### src/rtl/alu_operand_fetch.sv
// Operand fetch for the per-container ALUs of one RMT stage. PHVs wait in an in-order
// buffer until their action word arrives. Each container then gets registered operands.

module alu_opnd_lane #(
  parameter int N    = 8,
  parameter int DW   = 48,
  parameter int AL   = 25,
  parameter int IW   = 3,
  parameter int LANE = 0
) (
  input  logic [N-1:0][DW-1:0] phv,
  input  logic [AL-1:0]        act,
  output logic [DW-1:0]        op1,
  output logic [DW-1:0]        op2
);
  localparam int IMM_W = AL - 4 - 2*IW;

  logic [3:0]       opcode;
  logic [IW-1:0]    idx1, idx2;
  logic [IMM_W-1:0] imm;
  logic [DW-1:0]    sel1, sel2;

  assign opcode = act[AL-1 -: 4];
  assign idx1   = act[AL-5 -: IW];
  assign idx2   = act[AL-5-IW -: IW];
  assign imm    = act[IMM_W-1:0];

  // An index past the last container reads as zero.
  assign sel1 = (int'(idx1) < N) ? phv[idx1] : '0;
  assign sel2 = (int'(idx2) < N) ? phv[idx2] : '0;

  always_comb begin
    op1 = phv[LANE];
    op2 = '0;
    case (opcode)
      4'b0001, 4'b0010, 4'b1001, 4'b1010: begin
        op1 = sel1;
        op2 = sel2;
      end
      4'b0011, 4'b0100: begin
        op1 = sel1;
        op2 = DW'(imm);
      end
      default: ;
    endcase
  end
endmodule

module alu_operand_fetch #(
  parameter int STAGE          = 0,
  parameter int NUM_CONTAINERS = 8,
  parameter int DATA_WIDTH     = 48,
  parameter int ACTION_LEN     = 25,
  parameter int IDX_WIDTH      = 3,
  parameter int FIFO_DEPTH     = 4
) (
  input  logic                                 clk,
  input  logic                                 rst,
  input  logic [NUM_CONTAINERS*DATA_WIDTH-1:0] phv_in,
  input  logic                                 phv_valid_in,
  input  logic [NUM_CONTAINERS*ACTION_LEN-1:0] action_in,
  input  logic                                 action_valid_in,
  output logic [NUM_CONTAINERS*DATA_WIDTH-1:0] operand_1_out,
  output logic [NUM_CONTAINERS*DATA_WIDTH-1:0] operand_2_out,
  output logic [NUM_CONTAINERS*ACTION_LEN-1:0] action_out,
  output logic [NUM_CONTAINERS-1:0]            action_valid_out,
  output logic [NUM_CONTAINERS*DATA_WIDTH-1:0] phv_out,
  output logic                                 phv_valid_out,
  output logic [$clog2(FIFO_DEPTH):0]          fifo_count,
  output logic                                 overflow_err,
  output logic                                 orphan_err
);
  localparam int NC     = NUM_CONTAINERS;
  localparam int DW     = DATA_WIDTH;
  localparam int PW     = $clog2(FIFO_DEPTH);
  localparam int CW     = PW + 1;
  localparam int STAGES = 1;

  if (FIFO_DEPTH < 2 || (FIFO_DEPTH & (FIFO_DEPTH - 1)) != 0 || STAGE < 0) begin : g_bad_param
    $error("alu_operand_fetch: FIFO_DEPTH must be a power of 2, at least 2");
  end

  logic [NC*DW-1:0] mem [FIFO_DEPTH];
  logic [PW-1:0]    wr_ptr, rd_ptr;
  logic [CW-1:0]    count;
  logic             empty, full;
  logic             pop, bypass, orphan, push, drop;
  logic [STAGES:0]  vld_pipe;

  logic [NC-1:0][DW-1:0]         pair_phv;
  logic [NC-1:0][ACTION_LEN-1:0] act;
  logic [NC-1:0][DW-1:0]         lane_op1, lane_op2;

  assign empty  = (count == '0);
  assign full   = (count == CW'(FIFO_DEPTH));
  assign pop    = action_valid_in && !empty;
  assign bypass = action_valid_in && empty && phv_valid_in;
  assign orphan = action_valid_in && empty && !phv_valid_in;
  // A pop in the same cycle frees the slot, so a full FIFO still accepts the push.
  assign push   = phv_valid_in && !bypass && (!full || pop);
  assign drop   = phv_valid_in && full && !pop;

  assign vld_pipe[0] = pop || bypass;
  assign pair_phv    = pop ? mem[rd_ptr] : phv_in;
  assign act         = action_in;

  for (genvar k = 0; k < NC; k++) begin : g_lane
    alu_opnd_lane #(
      .N(NC), .DW(DW), .AL(ACTION_LEN), .IW(IDX_WIDTH), .LANE(k)
    ) u_lane (
      .phv (pair_phv),
      .act (act[k]),
      .op1 (lane_op1[k]),
      .op2 (lane_op2[k])
    );
  end

  always_ff @(posedge clk) begin
    if (push) mem[wr_ptr] <= phv_in;
  end

  always_ff @(posedge clk) begin
    if (rst) begin
      wr_ptr       <= '0;
      rd_ptr       <= '0;
      count        <= '0;
      overflow_err <= 1'b0;
      orphan_err   <= 1'b0;
    end else begin
      if (push) wr_ptr <= wr_ptr + 1'b1;
      if (pop)  rd_ptr <= rd_ptr + 1'b1;
      case ({push, pop})
        2'b10:   count <= count + 1'b1;
        2'b01:   count <= count - 1'b1;
        default: ;
      endcase
      if (drop)   overflow_err <= 1'b1;
      if (orphan) orphan_err   <= 1'b1;
    end
  end

  // Output stage: every bus is forced to zero outside pairing cycles.
  always_ff @(posedge clk) begin
    if (rst || !vld_pipe[0]) begin
      vld_pipe[STAGES:1] <= '0;
      operand_1_out      <= '0;
      operand_2_out      <= '0;
      action_out         <= '0;
      phv_out            <= '0;
    end else begin
      vld_pipe[STAGES:1] <= vld_pipe[STAGES-1:0];
      operand_1_out      <= lane_op1;
      operand_2_out      <= lane_op2;
      action_out         <= action_in;
      phv_out            <= pair_phv;
    end
  end

  assign phv_valid_out    = vld_pipe[STAGES];
  assign action_valid_out = {NC{vld_pipe[STAGES]}};
  assign fifo_count       = count;
endmodule

### config.mk
export PLATFORM = sky130hd
export DESIGN_NAME = alu_operand_fetch
export DESIGN_NICKNAME = d
export VERILOG_FILES = /design/src/rtl/alu_operand_fetch.sv
export SDC_FILE = /design/constraint.sdc
export NUM_CORES = 2
export LEC_CHECK = 0
export ABC_AREA = 0
export BUFFER_PORTS_ARGS = -buffer_cell sky130_fd_sc_hd__buf_2
export CORE_AREA = 2 2 770 772
export CTS_CLUSTER_SIZE = 12
export DETAILED_ROUTE_END_ITERATION = 8
export DIE_AREA = 0 0 772 774
export PLACE_DENSITY = 0.39
export SYNTH_ARGS = -nofsm -noshare
export SYNTH_HDL_FRONTEND = slang
export SYNTH_HIERARCHICAL = 1
export SYNTH_SLANG_ARGS = --single-unit
### constraint.sdc
create_clock -name clk -period 34.3 [get_ports clk]
set_input_delay 3.43 -clock clk [delete_from_list [all_inputs] [get_ports clk]]
set_output_delay 3.43 -clock clk [all_outputs]
set_load 0.05 [all_outputs]
# Yosys cells after proc, flatten, opt, wreduce, memory -nomap -nowiden
# Memories as Yosys holds them, arrays and structs flattened. A register that Yosys moved wholly into a read port is not among the register bits.
# Cells that the tools add are included.
# word_totals
output_inout_bits	1366
memories	1
ramBits	1536
input_bits	588
regBits	1362
elab_cells	179
# classes
add_sub_neg	4
muxes	54
eq_ne	51
reduce_logical	43
magnitude_cmp	16
# memory_table
memory	words	width	read_ports	rd_clocked_by_memory_dff	write_ports	line_no	rtl
mem	4	384	1	1	1	83	logic [NC*DW-1:0] mem [FIFO_DEPTH];
# ops
op	count
$bmux 48 s3	16
$mux 48	24
$pmux 48 s2	8
$mux 384	1
$eq 4x2->1 const B	16
$eq 4x4->1 const B	16
$lt 3x4->1 const B	16
$reduce_or 6->1	8
$eq 4x1->1 const B	8
$eq 4x3->1 const B	8
$reduce_or 4->1	8
$reduce_or 2->1	8
$logic_and 1x1->1	8
$logic_not 1->1	6
$pmux 3 s2	1
$add 2x1->2 const B	2
$mux 2	2
$add 3x1->3 const B	1
$eq 3x3->1 const B	1
$logic_not 3->1	1
$logic_or 1x1->1	3
$sub 3x1->3 const B	1
$eq 2x1->1 const B	1
$eq 2x2->1 const B	1
2 further kinds	3

# Logic depth before layout (Yosys ltp)
# logic_depth
word_depth	8
ltp_mapped	10
mapped_depth_nobuf	6

# Modules after synthesis
# Netlist, hierarchy kept.
# modules_own_cells
mod	seq_area_each_um2	instances	cells_each	area_each_um2
alu_operand_fetch	73430.4	1	5361	98266.7
alu_opnd_lane at g_lane[0].u_lane ...	0.0	6	728	7086.8
alu_opnd_lane at g_lane[7].u_lane	0.0	1	734	7108.1
alu_opnd_lane at g_lane[1].u_lane	0.0	1	728	7089.3

# Worst setup path before layout
# Ideal clock, no wire load.
# synth_path
path_type	input to register
from	input port action_valid_in
to	memory mem[0][0] (netlist name), enable pin
setup_time_ns	0.796
arrival_ns	12.870
t_required_ns	33.504
path_stages	4
path_buffers	1
slack_ns	20.633
cell_sequence	buf_2 xor2_1 a21boi_0 and2_1
# synth_between
elab_chain_len	7
elab_cells_between_ends	9
classes_between	mux: 2; reduce/logical: 7
# synth_rtl
element	line_no	rtl
start, declared	62	input logic action_valid_in,
$logic_and 1x1->1 (2 in a row)	97	assign bypass = action_valid_in && empty && phv_valid_in;
$logic_not 1->1	100	assign push = phv_valid_in && !bypass && (!full || pop);
$logic_and 1x1->1	100	
$logic_and 1x1->1 (*)	100	
$mux 1 (*)	119	if (push) mem[wr_ptr] <= phv_in;
$mux 1 (implied by the code) (*)	119	
end, declared	83	
# Every way passes the cells marked *; elsewhere a longest branch is shown, timed or not.

==> qor.yml <==
p_sw_mw: 3.87
power.sequential.fraction: 0.359
powerDensity_nw_per_um2: 59.6
fin_nets: 13275
grt_max_degree: 208
timing.slew.headroom: 0.0391
clkTransAtPathRegs_ps: 60
synth-main-ff-cell: "edfxtp_1"
ys_types: 55
dieArea_sq_um: 598000
rrSetupSlack_ps: 27580
fin_cells: 21063
syn-cell-area_sq_um: 155000
post_cts_resized: 0
hold_viol: 0
yosysTopAreaCell: "edfxtp_1"
synth_edf_count: 1536
placementRows: 282
rr_endpoint: "operand_1_out[227]"
pwr-share-comb: 0.278
period_needed_ps: 7660
hold_end: "orphan_err"
finalClockSkew_ps: 86.3
cts_tree: "built"
drc: 0
syn_nets: 11784
die_x_um: 772
syn2layout_area_growth_pct: 19.4
core_sq_um: 589000
outcome: "finished, final reports clean"
timing.hold.ws_ps: 503
dpl.hpwl_mm: 698
clkSinkCount: 2900
ant_nets: 0
drtIter0Drc: 17486
avgSynthCellArea_sq_um: 13.8
grt.overflow.total: 0
wl_per_cell_um: 48.8
dr_total_vias: 126767
cts_root_buffer: "clkbuf_16"
internal_power_mw: 7.15
grt_pass1_wl_mm: 1310
clockPowerShare: 0.363
antenna_found_initial: 379
drive_above_1_share: 0.397
critPathArrivalTime_ps: 8630
synth_top_area_frac: 0.298
synth_area_leaders: "edfxtp_1, dfxtp_1, mux4_2"
rsz0062_at_grt: "false"
tightestPinTransition_ps: 1440
crit_fanout: 35
track_usage: 0.329
tns_ps: 0
leakage_nw: 70.5
ios: 1954
hp-start: "orphan_err"
fill_cells: 58854
gp_congestion: 0.894
numCtsBuffers: 359
slew_violations: 0
clock_latency_ps: 1050
r2r_cells: 11
placed_cells: 20130
setup_viol: 0
cts_hold_buf: 0
clk_path_buf_depth: 4
netlist_instances: 11191
cts_htree_levels: 5
worstPathRequired_ps: 35280
startpoint_type: "input port"
netSwitchingFraction: 0.351
vias_per_cell: 6.02
die_h_um: 774
grt_pass1_vias: 121514
timing.final.crit_share: 0.223
hold_class: "reg2reg"
port_buffers: 1953
ys_warn_count: 6
fmax_mhz: 131
ir_drop_v: 0.0000483
routed_wl_mm: 1030
crit_path_end_kind: "flop"
maxCapViolations: 0
postSynth.asyncResetShare: 0
crit_type: "in2reg"
dr.pass1.iters: 6
yosysSeqAreaShare: 0.474
ys_seq_elements: 2900
initial_core_util: 0.263
cts_setup_buffers: 0
worstHoldPathCells: 2
==> sequential cells by signal, indices dropped and copies added, names as in the netlist, 2 cells and up, named ones only <==
| register | count |
|---|---|
| mem | 1536 |
| wr_ptr | 2 |
| operand_2_out | 384 |
| action_out | 200 |
| rd_ptr | 2 |
| phv_out | 384 |
| fifo_count | 3 |
| operand_1_out | 384 |
==> layout by cell type (no fill, tap or decap), types with 371 or more instances in the layout <==
master and count:
o311ai_0 378, buf_2 1913, a22o_1 384, and2_1 1352
o22ai_1 390, mux2_2 869, edfxtp_1 1536, mux2i_1 1219
dfxtp_1 1362, mux4_2 1032, clkbuf_16 371, o31ai_1 376
==> synthesized netlist by cell type (all sizes together) (2+ instances only) <==
| master | instances |
|---|---|
| inv | 11 |
| or2 | 22 |
| o311ai | 386 |
| o22a | 21 |
| o31ai | 384 |
| a32o | 114 |
| o32ai | 6 |
| and2 | 1356 |
| o31a | 9 |
| nand2 | 16 |
| ha | 4 |
| a22o | 384 |
| mux2 | 1207 |
| xor2 | 12 |
| and3 | 8 |
| buf | 517 |
| or3 | 2 |
| nand3b | 8 |
| a22oi | 93 |
| mux2i | 1219 |
| or4b | 8 |
| or3b | 7 |
| clkbuf | 605 |
| dfxtp | 1364 |
| nand2b | 121 |
| edfxtp | 1536 |
| nor2b | 24 |
| a21oi | 9 |
| o22ai | 390 |
| mux4 | 1032 |
| nor2 | 302 |
==> per-layer routing <==
metal / GRT usage / up-vias / part of all wire
met1: 0.397 / 67074 / 0.37
met4: 0.210 / 160 / 0.077
li1: - / 47619 / -
met3: 0.0853 / 2431 / 0.093
met5: 0.00153 / - / 0.0011
met2: 0.521 / 9483 / 0.45
==> cell families after synthesis <==
kind of cell	Yosys count	share of synthesized area
AND/OR/NAND/NOR	1878	0.0713
AO/OA/AOI/OAI	1804	0.0930
flip-flops	2900	0.474
multiplexers	3458	0.325
buffers and inverters	1133	0.0362
adder cells (fa/ha/maj)	5	0.000452
XOR/XNOR	13	0.000735
==> area by class of cell <==
cell class / instances / area, sq um / area share
Antenna cell: 260 / 651 / 0.00352
Clock buffer: 532 / 10500 / 0.0569
Clock inverter: 140 / 1700 / 0.00920
Inverter: 11 / 41.3 / 0.000223
Multi-Input combinational cell: 7158 / 76400 / 0.413
Sequential cell: 2900 / 73400 / 0.397
Tap cell: 7810 / 9770 / 0.0528
Timing Repair Buffer: 2252 / 12400 / 0.0672
==> power by group through the flow <==
stage	clock, mW	sequential (mW)	combinational [mW]
CTS	4.07	3.95	3.01
global route	4.19	3.96	3.11
global placement	0	4.02	2.98
finish	4.00	3.95	3.07
detailed placement	0	4.03	3.00
floorplan	0	4.26	1.54
==> worst max path at each step <==
stage                          startpoint                  to  slack [ps]
final                     action_valid_in  operand_1_out[227]       26640
after CTS                 action_valid_in  operand_1_out[227]       26960
after floorplan           action_valid_in           mem[0][0]       20630
after detailed placement  action_valid_in  operand_1_out[227]       25860
after global routing      action_valid_in  operand_1_out[227]       26690
after global placement    action_valid_in  operand_1_out[227]       25840
==> critical path, cell delays in order <==
cell     delay [ps]
buf_2           170
o31a_2          170
buf_4           330
buf_4           610
buf_4           710
buf_4           750
mux2_4          570
mux2_2          240
o22ai_1          80
o31ai_1        1000
and2_1          260
==> through the flow <==
stage / utilization / power [mW] / setup slack [ps] / cell area, sq um
after global placement: 0.292 / 7.00 / 25840 / 172000
after CTS: 0.313 / 11.0 / 26960 / 184000
after global routing: 0.314 / 11.3 / 26690 / 185000
final: 0.314 / 11.0 / 26640 / 185000
after floorplan: - / 5.80 / 20630 / 155000
after detailed placement: 0.292 / 7.03 / 25860 / 172000
Note: power is estimated with default switching activity, not from simulation.
